File: config.mk
export PLATFORM = sky130hd
export DESIGN_NAME = bus_sync_arb
export DESIGN_NICKNAME = d
export VERILOG_FILES = /design/src/rtl/bus_sync_pkg.sv /design/src/rtl/sync_2ff.sv /design/src/rtl/bus_sync_arb.sv
export SDC_FILE = /design/constraint.sdc
export NUM_CORES = 1
export LEC_CHECK = 0
export CORE_MARGIN = 2
export CORE_UTILIZATION = 31
export DETAILED_ROUTE_END_ITERATION = 10
export GPL_TIMING_DRIVEN = 0
export SETUP_SLACK_MARGIN = 0.05
export SYNTH_ARGS = -nofsm -noshare
export SYNTH_HDL_FRONTEND = slang
export SYNTH_SLANG_ARGS = --single-unit
File: constraint.sdc
create_clock -name a_clk -period 2.95 [get_ports a_clk]
set_input_delay 0.59 -clock a_clk [delete_from_list [all_inputs] [get_ports a_clk]]
set_output_delay 0.59 -clock a_clk [all_outputs]
set_load 0.02 [all_outputs]
File: src/rtl/bus_sync_pkg.sv
// Shared types and default sizing for the bus synchronizer transmit-side arbiter.
package bus_sync_pkg;

  typedef enum logic [1:0] {
    IDLE     = 2'd0,
    LOAD     = 2'd1,
    WAIT_ACK = 2'd2
  } state_t;

  localparam int unsigned DEF_WIDTH   = 4;
  localparam int unsigned DEF_NREQ    = 4;
  localparam int unsigned DEF_TIMEOUT = 255;

endpackage

File: src/rtl/sync_2ff.sv
// Single-bit two-flop synchronizer with asynchronous active-low reset.
module sync_2ff (
  input  logic clk,
  input  logic reset_n,
  input  logic d,
  output logic q
);

  logic meta;

  always_ff @(posedge clk or negedge reset_n) begin
    if (!reset_n) begin
      meta <= 1'b0;
      q    <= 1'b0;
    end else begin
      meta <= d;
      q    <= meta;
    end
  end

endmodule

File: src/rtl/bus_sync_arb.sv
// Round-robin arbiter feeding a mux-recirculation bus synchronizer; waits for the
// b-domain acknowledge toggle (with timeout) before granting the next requester.
module bus_sync_arb
  import bus_sync_pkg::*;
#(
  parameter int unsigned WIDTH   = DEF_WIDTH,
  parameter int unsigned NREQ    = DEF_NREQ,
  parameter int unsigned TIMEOUT = DEF_TIMEOUT
) (
  input  logic                     a_clk,
  input  logic                     reset_n,
  input  logic [NREQ-1:0]          req_vld,
  input  logic [NREQ*WIDTH-1:0]    req_data,
  output logic [NREQ-1:0]          req_ack,
  output logic [$clog2(NREQ)-1:0]  grant_id,
  output logic [WIDTH-1:0]         sync_data,
  output logic                     sync_ld_pls,
  input  logic                     b_ack_tgl,
  output logic                     busy,
  output logic                     timeout_err
);

  localparam int unsigned GW       = $clog2(NREQ);
  localparam logic [7:0]  CNT_LAST = 8'(TIMEOUT - 1);

  state_t          state, state_nxt;
  logic [GW-1:0]   last_grant;
  logic [GW-1:0]   winner;
  logic [GW-1:0]   idx;
  logic [WIDTH-1:0] slice [NREQ];
  logic            any_req;
  logic            grant_en;
  logic            ack_sync;
  logic            ack_ref;
  logic            ack_seen;
  logic            cnt_last;
  logic [7:0]      cnt;

  sync_2ff u_ack_sync (
    .clk     (a_clk),
    .reset_n (reset_n),
    .d       (b_ack_tgl),
    .q       (ack_sync)
  );

  always_comb begin
    for (int unsigned i = 0; i < NREQ; i++) begin
      slice[i] = req_data[i*WIDTH +: WIDTH];
    end
  end

  // Scan from farthest to nearest so the requester just after last_grant wins.
  always_comb begin
    winner = last_grant;
    idx    = '0;
    for (int unsigned i = NREQ; i >= 1; i--) begin
      idx = GW'((32'(last_grant) + i) % NREQ);
      if (req_vld[idx]) winner = idx;
    end
  end

  assign any_req  = |req_vld;
  assign ack_seen = (ack_sync != ack_ref);
  assign cnt_last = (cnt == CNT_LAST);

  always_ff @(posedge a_clk or negedge reset_n) begin
    if (!reset_n) state <= IDLE;
    else          state <= state_nxt;
  end

  // Acknowledge is tested first so a toggle landing on the final count completes cleanly.
  always_comb begin
    state_nxt   = state;
    grant_en    = 1'b0;
    sync_ld_pls = 1'b0;
    timeout_err = 1'b0;
    busy        = (state != IDLE);
    unique case (state)
      IDLE: begin
        if (any_req) begin
          grant_en  = 1'b1;
          state_nxt = LOAD;
        end
      end
      LOAD: begin
        sync_ld_pls = 1'b1;
        state_nxt   = WAIT_ACK;
      end
      WAIT_ACK: begin
        if (ack_seen) begin
          state_nxt = IDLE;
        end else if (cnt_last) begin
          timeout_err = 1'b1;
          state_nxt   = IDLE;
        end
      end
      default: state_nxt = IDLE;
    endcase
  end

  always_comb begin
    req_ack = '0;
    if (state == LOAD) req_ack[grant_id] = 1'b1;
  end

  always_ff @(posedge a_clk or negedge reset_n) begin
    if (!reset_n) begin
      sync_data  <= '0;
      grant_id   <= '0;
      last_grant <= GW'(NREQ - 1);
      cnt        <= '0;
      ack_ref    <= 1'b0;
    end else begin
      if (grant_en) begin
        sync_data  <= slice[winner];
        grant_id   <= winner;
        last_grant <= winner;
      end
      if (state == LOAD) begin
        ack_ref <= ack_sync;
        cnt     <= '0;
      end else if (state == WAIT_ACK) begin
        cnt <= cnt + 8'd1;
      end
    end
  end

endmodule

== Word-level counts from Yosys, hierarchy flattened ==
Cells that the tools add are included.

* Bits in registers: 21
* Output and inout port bits: 13
* Input bits: 23
* Word-level logic and storage cells: 63

* Bitwise gates (word level): 1
* Add/subtract/negate cells: 5
* Eq/ne operators: 6
* Reduce and logical (&&, ||, !) cells: 6
* Order comparisons: 7
* Multiplexer cells: 30

{| class="wikitable"
|+ Operators with widths
! operator !! count
|-
| two-way mux 8 bit || 2
|-
| < comparator 2 x 3 -> 1 bit (second input constant) || 5
|-
| two-way mux 2 bit || 7
|-
| two-way mux 4 bit || 3
|-
| two-way mux 1 bit || 11
|-
| adder 8 x 1 -> 8 bit (second input constant) || 1
|-
| binary-select mux 1 bit (select 2 bit) || 4
|-
| binary-select mux 4 bit (select 2 bit) || 1
|-
| == test 8 bit (second input constant) || 1
|-
| case mux 2 bit (3 select lines) || 1
|-
| adder 2 x 1 -> 2 bit (second input constant) || 2
|-
| adder 2 bit (second input constant) || 2
|-
| nonzero test 2 bit || 2
|-
| OR reduction 4 bit || 1
|-
| >= comparator 3 bit (second input constant) || 1
|-
| != test 3 bit (second input constant) || 1
|-
| NOT 2 -> 3 bit || 1
|-
| demux 1 bit (select 2 bit) || 1
|-
| == test 2 x 1 -> 1 bit (second input constant) || 1
|-
| == test 2 bit (second input constant) || 1
|-
| >= comparator 2 x 1 -> 1 bit (second input constant) || 1
|-
| logical NOT 2 bit || 1
|-
| != test 2 bit (second input constant) || 1
|-
| AND reduction 2 bit || 1
|-
| 2 further kinds || 2
|}

== Logic depth before layout (Yosys ltp) ==
Gate-level depths: netlist of the first run.

* Word-level depth: 11
* Depth in mapped cells: 7

== By module ==
A second synthesis of the first run with hierarchy kept.

* Cells, all modules: 130
* Area total of the unflattened synthesis: 1246.2 um^2

{| class="wikitable"
|+ By module, submodules not included
! module !! times used !! cells each !! area each (um^2) !! sequential area each (um^2)
|-
| bus_sync_arb || 1 || 128 || 1196.1 || 478.0
|-
| sync_2ff || 1 || 2 || 50.0 || 50.0
|}

== Worst setup path before layout of the first run ==
OpenSTA, ideal clock, no wires.

* Kind: flip-flop to output port
* Start: register state[1]
* End: output req_ack[0]
* Setup slack: 0.720 ns
* Stages on the path, launching flop included: 5
* Required time: 2.360 ns
* Data arrival time: 1.640 ns
* Path through: dfrtp_1 inv_1 ha_1 clkbuf_1 nor3b_1

* Cells in the longest elaborated chain, start to end: 2

{| class="wikitable"
|+ RTL lines
! element !! line !! RTL
|-
| start: declaration || bus_sync_arb.sv:26 || <nowiki>state_t state, state_nxt;</nowiki>
|-
| start signal: assignment || bus_sync_arb.sv:68 || <nowiki>else state <= state_nxt;</nowiki>
|-
| == test 2 x 1 -> 1 bit || bus_sync_arb.sv:103 || <nowiki>if (state == LOAD) req_ack[grant_id] = 1'b1;</nowiki>
|-
| two-way mux 4 bit || bus_sync_arb.sv:103 ||
|-
| end: declaration || bus_sync_arb.sv:14 || <nowiki>output logic [NREQ-1:0] req_ack,</nowiki>
|}

No other way between the ends.

== Worst setup path after layout of the first run ==
* Start: register state[1]
* End: output req_ack[1]

Same word-level chain as after synthesis.

==> metrics.txt, run 1 <==
count of buffer and inverter cells on the critical path=3; LEAKAGE=0.000701 µW; cell area power density=994 nW/µm²; number of buffers inserted during clock tree synthesis=3; GRT Util Overall=13.2%; Post-Place Cells=212; number of flip-flops and latches in the synthesized netlist=21; Post-Layout Cell Count=216; die width=66.8 µm; status=complete, no violations; Worst Setup Slack post-DPL=0.280 ns; number of nets in the synthesized netlist=157; min-delay worst type=register to register; most numerous cell in the Yosys netlist=dfrtp_1; Crit. End Element=output pin; CTS sink cnt=21; clock buffer depth=2; VDD IR max=347 µV; proportion of power drawn by combinational gates=55.4%; number of search-and-repair iterations in the first detailed-routing pass=4; ratio of cells with drive above 1 in the final layout=8.93%; Maximum Capacitance Violations=0; pin slew with the least headroom to its limit=0.921 ns; gp weighted congestion=0.811; Yosys cell types=34; worst slew margin relative to its limit=38.4%; maximum number of pins on one net before global-route repair=22; fraction of power consumed by the clock network=11.5%; DIE HEIGHT=66.8 µm; Worst Setup Slack, final=0.283 ns; initial antenna violation count=0; WP data arrival=2.08 ns; Syn-to-layout area delta=37.9%; proportion of power drawn by flip-flops and latches=33.0%; I/O Buffers=35; clock skew=0.00490 ns; CP Data Required Time=2.36 ns; proportion of netlist area held by the largest area contributor=38.9%; maximum clock rate=375 MHz; family of cells with the greatest summed delay on the critical path=buffers and inverters; Max FO, Critical Path=10; area of the mapped netlist=1220 µm²; Top-Level Pins=36; vias per inst=4.92; power dissipated by switching net loads=705 µW; cell-by-cell trace of the critical path=inv_1 -> ha_1 -> clkbuf_2 -> nand2_1 -> nor2_1 -> clkdlybuf4s50_1; warnings from Yosys=0; half-perimeter wire length after detailed placement=2.10 mm; unrepaired setup endpoints after global routing=false; core outline area=3720 µm²; final-stage net count=197; internal power contribution=968 µW; cell taking the most area after synthesis=dfrtp_1; Filler cells=383; clock edge transition at the registers on the reported setup and hold paths=0.08 ns; die area=4460 µm²; Slowest Stage Delay on Critical Path=0.61 ns; master cell of the clock root buffer=clkbuf_8; average cell area after synthesis=9.47 µm²; Remaining DRCs=0; startpoint-to-endpoint class of the critical path=register to output pin; routed vias=1063; total setup buffers inserted after CTS=0; cell with the largest stage delay on the worst path=clkdlybuf4s50_1; count of antenna-violating nets left after detailed routing=0; area of all sequential standard cells=528 µm²; DRC violation total after the first TritonRoute iteration=17; primary flip-flop cell chosen by synthesis mapping=dfrtp_1; switching part of the total=42.1%; number of hold-repair buffers added at the cts stage=0; sequential cell area fraction in the yosys report=43.2%; final sum of negative setup slack=0 ns; area occupied by multi-input gates=626 µm²; Diodes inserted=0; # setup viols final=0; first-pass GRT wire length=4.47 mm; drt wl/cell=12.3 µm; worst skew pair latency=0.26 ns; post-synthesis instance total=129; CTS tree=yes; overall overflow remaining after global route=0; cell types occupying the most area after synthesis=dfrtp_1, ha_1, a211oi_1, dfstp_2, nor2_1; share of flip-flops with an asynchronous set or reset=100%; vias in the first global route=1033; CTS H-tree lvls=1; nature of the critical path startpoint=register; post-layout total power=1670 µW; final count of hold timing violations=0; Total Routed Length=2.67 mm; final-report max-slew violation count=0; number of synthesized flops with an enable pin=0; post-layout minimum cycle time=2.67 ns; Commonest cells post-synth=dfrtp_1, nor2_1, inv_1; final clock period utilization by the worst path=90.4%; initial core utilization=32.9%; standard-cell row count=22; tightest hold margin=0.355 ns
==> flip-flops by register name (all words and copies together) (netlist names) <==
signal,cells
u_ack_sync.q,1
state,2
ack_ref,1
last_grant,2
sync_data,4
grant_id,2
u_ack_sync.meta,1
cnt,8
==> worst register-to-register path: cells and delay by family, from the launching register on <==
kind,cells,cell delay [ns]
AND/OR/NAND/NOR,2,0.58
AO/OA/AOI/OAI,2,0.35
flip-flops,1,0.57
buffers and inverters,1,0.14
==> cells in the final DEF (no fill, tap or decap), types with 4 or more instances in the layout <==
master	n
o21ai_0	4
a31oi_1	4
mux2i_1	4
ha_1	5
nand2_1	6
clkdlybuf4s50_1	34
dfrtp_1	19
a211oi_1	8
nand3_1	6
inv_1	12
a21oi_1	7
nor2_1	13
o22ai_1	4
==> per-layer routing <==
metal	routed length, µm	vias up	global-route usage (%)	part of all wire (%)
li1	-	544	-	-
met1	1170	490	14.9	44
met2	1350	27	24.4	51
met3	127	2	3.72	4.8
met4	23	0	3.06	0.86
met5	0	-	0	0
==> power groups by stage <==
| stage | sequential, µW | combinational [µW] | clock [µW] |
|---|---|---|---|
| floorplan | 580 | 588 | 0 |
| global placement | 549 | 911 | 0 |
| detailed placement | 556 | 935 | 0 |
| CTS | 552 | 938 | 199 |
| global route | 579 | 1030 | 217 |
| finish | 553 | 928 | 193 |
==> timing repair <==
| item | CTS | global route |
|---|---|---|
| cloned | 0 | 0 |
| setup endpoints to repair | 1 | 1 |
| pin swaps | 0 | 0 |
| resized for setup | 1 | 1 |
==> cell families (layout without fill, tap and decap cells) <==
kind of cell | Yosys count | after routing | share of synthesized area, %
adders and majority gates | 5 | 5 | 5.12
AOI/OAI and AO/OA | 36 | 36 | 20.1
and+or+nand+nor | 41 | 41 | 17.8
buffers and inverters | 16 | 55 | 5.53
DFF | 21 | 21 | 43.2
xor gates and xnor gates | 3 | 3 | 2.15
muxes | 7 | 7 | 6.05
==> through the flow <==
stage               cell area (µm²)  util (%)
floorplan                      1220         -
global placement               1630      43.9
detailed placement             1630      43.9
CTS                            1680      45.3
global route                   1680      45.3
finish                         1680      45.3
==> area by class of cell <==
| cell class | instances | area share (%) |
|---|---|---|
| tap | 48 | 3.57 |
| clock buffer | 3 | 2.45 |
| inverter | 12 | 2.67 |
| multi-input combinational | 92 | 37.1 |
| timing repair buffer | 35 | 21.0 |
| clock inverter | 1 | 0.446 |
| buffer | 4 | 1.41 |
| sequential | 21 | 31.4 |
==> worst paths after layout <==
check	from	to	slack [ns]	depth (start not counted)
setup / recovery	state[1]	req_ack[1]	0.28	6
hold / removal	u_ack_sync.meta	u_ack_sync.q	0.36	0
setup reg to reg	last_grant[0]	sync_data[0]	1.19	5
hold reg to reg	u_ack_sync.meta	u_ack_sync.q	0.36	0
max in group asynchronous	reset_n	cnt[3]	1.55	1
min in group asynchronous	reset_n	ack_ref	0.84	1
Power figures use the tool's default switching activity.
==> run 2, diff against run 1 <==
- SLEW_MARGIN: unset -> 20
==> results of run 2 <==
No change in the layout: final DEF, timing and power equal those of run 1.
==> run 3, diff against run 2 <==
- clock period: 2.95 -> 3.1 ns (I/O delays scaled with it)
==> run 3 against run 2 <==
Against the previous run: clock power down 5%; non-clock buffer count unchanged; final cell count unchanged; routed wire length up 0.19%; cell area down 0.15%; clock-buffer cell count unchanged; combinational power down 4.7%; via count up 0.38%; largest power group unchanged.
==> metrics.txt, run 3 (synthesis results as in run 1) <==
status=complete, no violations; vias per inst=4.94; M1 wire length=1.17 mm; area of all sequential standard cells=528 µm²; Worst R2R Path Depth=5; final sum of negative setup slack=0 ns; DIE HEIGHT=66.8 µm; WP data arrival=2.20 ns; gp weighted congestion=0.811; met2 wire length=1.35 mm; final count of hold timing violations=0; final-stage net count=197; CTS H-tree lvls=1; Maximum Capacitance Violations=0; Post-Layout Cell Count=216; cell area power density=947 nW/µm²; vias in the first global route=1033; DRC violation total after the first TritonRoute iteration=17; Crit. End Element=output pin; standard-cell row count=22; leading cell type in the layout, fill and taps excluded=clkdlybuf4s50_1; CTS sink cnt=21; pin slew with the least headroom to its limit=0.920 ns; min-delay worst type=register to register; Worst Setup Slack, final=0.280 ns; biggest registers after layout=cnt (8), sync_data (4); half-perimeter wire length after detailed placement=2.10 mm; final clock period utilization by the worst path=91.0%; top layer reached by signal wires=met4; die area=4460 µm²; Diodes inserted=0; Worst Setup Slack post-DPL=0.400 ns; Top-Level Pins=36; overall overflow remaining after global route=0; final-report max-slew violation count=0; LEAKAGE=0.000684 µW; unrepaired setup endpoints after global routing=false; initial antenna violation count=0; Remaining DRCs=0; clock edge transition at the registers on the reported setup and hold paths=0.08 ns; maximum number of pins on one net before global-route repair=22; CP Data Required Time=2.48 ns; die width=66.8 µm; worst hold path depth=0; number of search-and-repair iterations in the first detailed-routing pass=4; clock skew=0.00487 ns; Post-Place Cells=212; Max FO, Critical Path=10; VDD IR max=331 µV; maximum clock rate=355 MHz; count of antenna-violating nets left after detailed routing=0; routed vias=1067; post-layout minimum cycle time=2.82 ns; area occupied by multi-input gates=626 µm²; # setup viols final=0; nature of the critical path startpoint=register; CTS tree=yes; GRT Util Overall=13.2%; first-pass GRT wire length=4.47 mm; worst skew pair latency=0.26 ns; Filler cells=384; master cell of the clock root buffer=clkbuf_8; worst slew margin relative to its limit=38.5%; Total Routed Length=2.67 mm; ratio of cells with drive above 1 in the final layout=8.93%; most flop-heavy register=cnt; number of buffers inserted during clock tree synthesis=3; post-layout total power=1590 µW; flip-flop count of the largest register after layout=8; startpoint-to-endpoint class of the critical path=register to output pin; drt wl/cell=12.4 µm; met3 wirelength from detailed routing=127 µm; initial core utilization=32.9%; I/O Buffers=35; core outline area=3720 µm²; commonest cells after routing, fill and taps aside=clkdlybuf4s50_1, dfrtp_1, nor2_1; Syn-to-layout area delta=37.7%; clock buffer depth=2
[run 3: path summary, 6_finish.rpt]
kind                                 startpoint      endpoint  slack, ns
worst max-delay path                   state[1]    req_ack[0]       0.28
worst min-delay path            u_ack_sync.meta  u_ack_sync.q       0.36
worst max register to register    last_grant[0]  sync_data[0]       1.34
worst min register to register  u_ack_sync.meta  u_ack_sync.q       0.36
max in group asynchronous               reset_n        cnt[3]       1.67
min in group asynchronous               reset_n       ack_ref       0.87
[run 3: per-stage QoR]
stage	cell area, µm²	utilization, %	hold slack [ns]
5_1_grt	1680	45.3	0.367
3_5_place_dp	1630	43.9	0.339
4_1_cts	1680	45.2	0.359
6_report	1680	45.3	0.355
2_1_floorplan	1220	-	0.324
3_3_place_gp	1630	43.9	0.334
[run 3: area by class of cell]
class	count	share of cell area [%]
sequential	21	31.4
clock buffer	3	2.46
timing repair buffer	35	20.8
tap	48	3.57
multi-input combinational	92	37.2
clock inverter	1	0.446
inverter	12	2.68
buffer	4	1.41
[run 3: where the power goes]
part           switching [µW]  internal [µW]
combinational             462            422
sequential                116            410
clock                    92.7           90.8
total                     671            922
[run 3: layer usage]
metal | up-vias | track usage, %
met1 | 494 | 14.9
met2 | 27 | 24.4
li1 | 544 | -
met3 | 2 | 3.72
met4 | 0 | 3.06
met5 | - | 0
[run 3: what timing repair did]
action,4_1_cts,5_1_grt
setup endpoints to repair,0,1
hold buffers,0,0
resized for setup,0,2
buffers inserted,0,0
[run 3: critical path, cell delays in order, from the launching register on]
cell	delay, ns
dfrtp_1	0.39
inv_1	0.10
ha_1	0.29
clkbuf_2	0.27
nor3b_1	0.24
clkdlybuf4s50_1	0.66
==> RTL edit (config.mk and constraints of run 3) <==
Encoding of `state_t`: now one-hot (3 bits for 3 states).
--- a/src/rtl/bus_sync_pkg.sv
+++ b/src/rtl/bus_sync_pkg.sv
@@ -1,10 +1,10 @@
 // Shared types and default sizing for the bus synchronizer transmit-side arbiter.
 package bus_sync_pkg;
 
-  typedef enum logic [1:0] {
-    IDLE     = 2'd0,
-    LOAD     = 2'd1,
-    WAIT_ACK = 2'd2
+  typedef enum logic [2:0] {
+    IDLE     = 3'b001,
+    LOAD     = 3'b010,
+    WAIT_ACK = 3'b100
   } state_t;
 
   localparam int unsigned DEF_WIDTH   = 4;
Function: no difference found for any inputs over 4 cycles, from zero or initial values and one cycle with reset_n low; so few cycles prove little.
==> RTL edit against run 3 <==
  * Count of clock-buffer cells in the layout grew 1
  * Largest power group unchanged
  * Sequential cell count increased by 1
  * Synthesized area decreased by 0.31%
  * Power decreased by 12%
  * Critical path depth decreased by 1
  * Wire length did not move
  * Clock skew up 0.0029 ns
  * Final area fell by 0.82%
  * Sequential power fell by 11%
  * Critical endpoint is now timeout_err
  * Setup slack better by 0.070 ns
==> RTL edit: results (changes against run 3) <==
| Metric | Value |
|---|---|
| Final TNS setup | 0 ns (unchanged) |
| Fraction of layout instances using a drive strength above 1 | 15.6% (+6.7 points) |
| Count of unique library cells instantiated by Yosys | 34 (unchanged) |
| Syn_nets | 146 (-7.0%) |
| Antenna violations before repair | 0 (unchanged) |
| Global-route wire length before repair | 4540 um (+1.5%) |
| Violation count after the first detailed-routing iteration | 67 (+50) |
| Number of flip-flops under the largest register name | 8 (unchanged) |
| Worst Reg-to-Reg Cells | 6 (+1) |
| Post-route worst hold slack | 0.306 ns (-0.0487 ns) |
| Detailed Route WL | 2670 um (unchanged) |
| HPWL Detailed | 2100 um (-0.20%) |
| Post-synth top area share | 39.1% (+0.12 points) |
| CP startpoint | state[1] |
| Rel. slew slack | 66.9% (+28 points) |
| Final core area utilization | 44.9% (-0.37 points) |
| Cell Count, Final, Fillers Out | 208 (-3.7%) |
| Gr usage total | 13.6% (+0.40 points) |
| Post-CTS repair timing setup buffer count | 0 (unchanged) |
| Dominant synthesized flop cell | dfrtp_1 |
| Post-layout nets | 186 (-5.6%) |
| Number of fill cells in the layout | 407 (+6.0%) |
| Worst VDD drop | 382 uV (+16%) |
| Post-CTS clock slew at the launch and capture registers of the worst setup and hold paths | 0.08 ns (about the same) |
| Origin of the critical flop-to-flop path | last_grant[1] |
| Placed instance count | 204 (-3.8%) |
| Arrival time at the worst endpoint | 2.13 ns (-0.07 ns) |
| Count of port buffers added during placement | 35 (unchanged) |
| Router iterations before antenna repair | 4 (unchanged) |
| Setup slack at placement | 0.563 ns (+0.163 ns) |
| Worst-skew pair later-pin latency | 0.26 ns (about the same) |
| Post-Route Skew | 0.00773 ns (+0.00286 ns) |
| Leakage power | 0.706 nW (+3.3%) |
| Crit path max fanout | 7 (-3) |
| Final weighted congestion of routability-driven global placement | 0.690 (-15%) |
| Post-detailed-placement cell area | 1630 um^2 (-0.23%) |
| Peak per-stage delay on the critical path | 0.64 ns (-0.02 ns) |
| Top Registers | cnt: 8 flops, sync_data: 4 flops, state: 3 flops |
| Worst r2r dst | sync_data[3] |
| Synthesized instance count | 121 (-6.2%) |
| Status | completed |
| Number of global-route vias before repair | 1015 (-1.7%) |
| Quantity of gates resized following cts | 0 (unchanged) |
| Pin count of the biggest net entering global routing | 23 (+4.5%) |
| Via-to-Cell Ratio | 4.95 (+0.15%) |
| Top Family by Delay on Critical Path | simple AND/OR/NAND/NOR gates |
| Cell types occupying the most area after synthesis | dfrtp_1 (39%), mux2i_1 (6.6%), dfstp_2 (6.5%) |
| Switching fraction of total power | 40.2% (-1.9 points) |
| Most frequent cells after synthesis | nand2_1 (20), dfrtp_1 (19), nand3_1 (12), mux2i_1 (8), nor2_1 (6) |
| Root Buffer | clkbuf_8 |
| Path class of the lowest-slack min-delay path | input pin to asynchronous set/reset pin |
| Number of CTS-inserted buffers | 3 (unchanged) |
| Number of antenna repair diodes | 0 (unchanged) |
| Minimum setup slack among reg-to-reg paths | 1.21 ns (-0.13 ns) |
| Sequential element share of the synthesized area | 45.5% (+2.3 points) |
| CTS HTree Levels | 1 (unchanged) |
## RTL edit: cell types whose count changed after synthesis, moves of 6 or more
| cell | before | now |
|---|---|---|
| a211oi_1 | 8 | 0 |
| nand3_1 | 6 | 12 |
| nand2_1 | 6 | 20 |
| inv_1 | 12 | 3 |
| nor2_1 | 13 | 6 |
## RTL edit: final cells by class
cell class                      count  share of cell area, %
Buffer                              4                   1.88
Tap cell                           48                   3.60
Multi-Input combinational cell     91                   36.8
Inverter                            4                   1.05
Sequential cell                    22                   33.2
Timing Repair Buffer               35                   20.7
Clock buffer                        4                   2.70
## RTL edit: worst max-delay path by stage
stage	to	slack [ns]	depth (start not counted)
final	timeout_err	0.35	4
after global routing	timeout_err	0.16	4
after CTS	timeout_err	0.34	4
after detailed placement	sync_data[1]	0.56	8
after global placement	sync_data[1]	0.62	8
after floorplan	timeout_err	1.12	3
## RTL edit: per-layer routing
metal	vias up	global-route usage, %	wire length (um)
met3	2	4.73	156
met4	0	3.06	17
met5	-	0	0
li1	513	-	-
met2	29	25.3	1400
met1	485	14.7	1100
## RTL edit: worst reg2reg max path, stage by stage, from the launching register on
cell and delay, ns:
dfstp_2 0.53, buf_6 0.12, mux2i_1 0.17, nor2_1 0.08, nor3_4 0.44, mux2_2 0.42, o211ai_2 0.06
## RTL edit: kinds of logic (layout without fill, tap and decap cells)
logic type / Yosys count / in the layout / synth area share, %
DFF: 22 / 22 / 45.5
xor gates and xnor gates: 1 / 1 / 0.720
muxes: 12 / 12 / 10.3
and+or+nand+nor: 58 / 58 / 25.2
adders and majority gates: 2 / 2 / 2.06
buffers and inverters: 8 / 47 / 4.01
AOI/OAI and AO/OA: 18 / 18 / 12.2
## RTL edit: power groups by stage
stage	clock (mW)	combinational, mW	sequential (mW)
floorplan	0	0.471	0.503
global placement	0	0.746	0.468
CTS	0.185	0.763	0.469
finish	0.181	0.747	0.468
global route	0.202	0.823	0.486
detailed placement	0	0.762	0.472
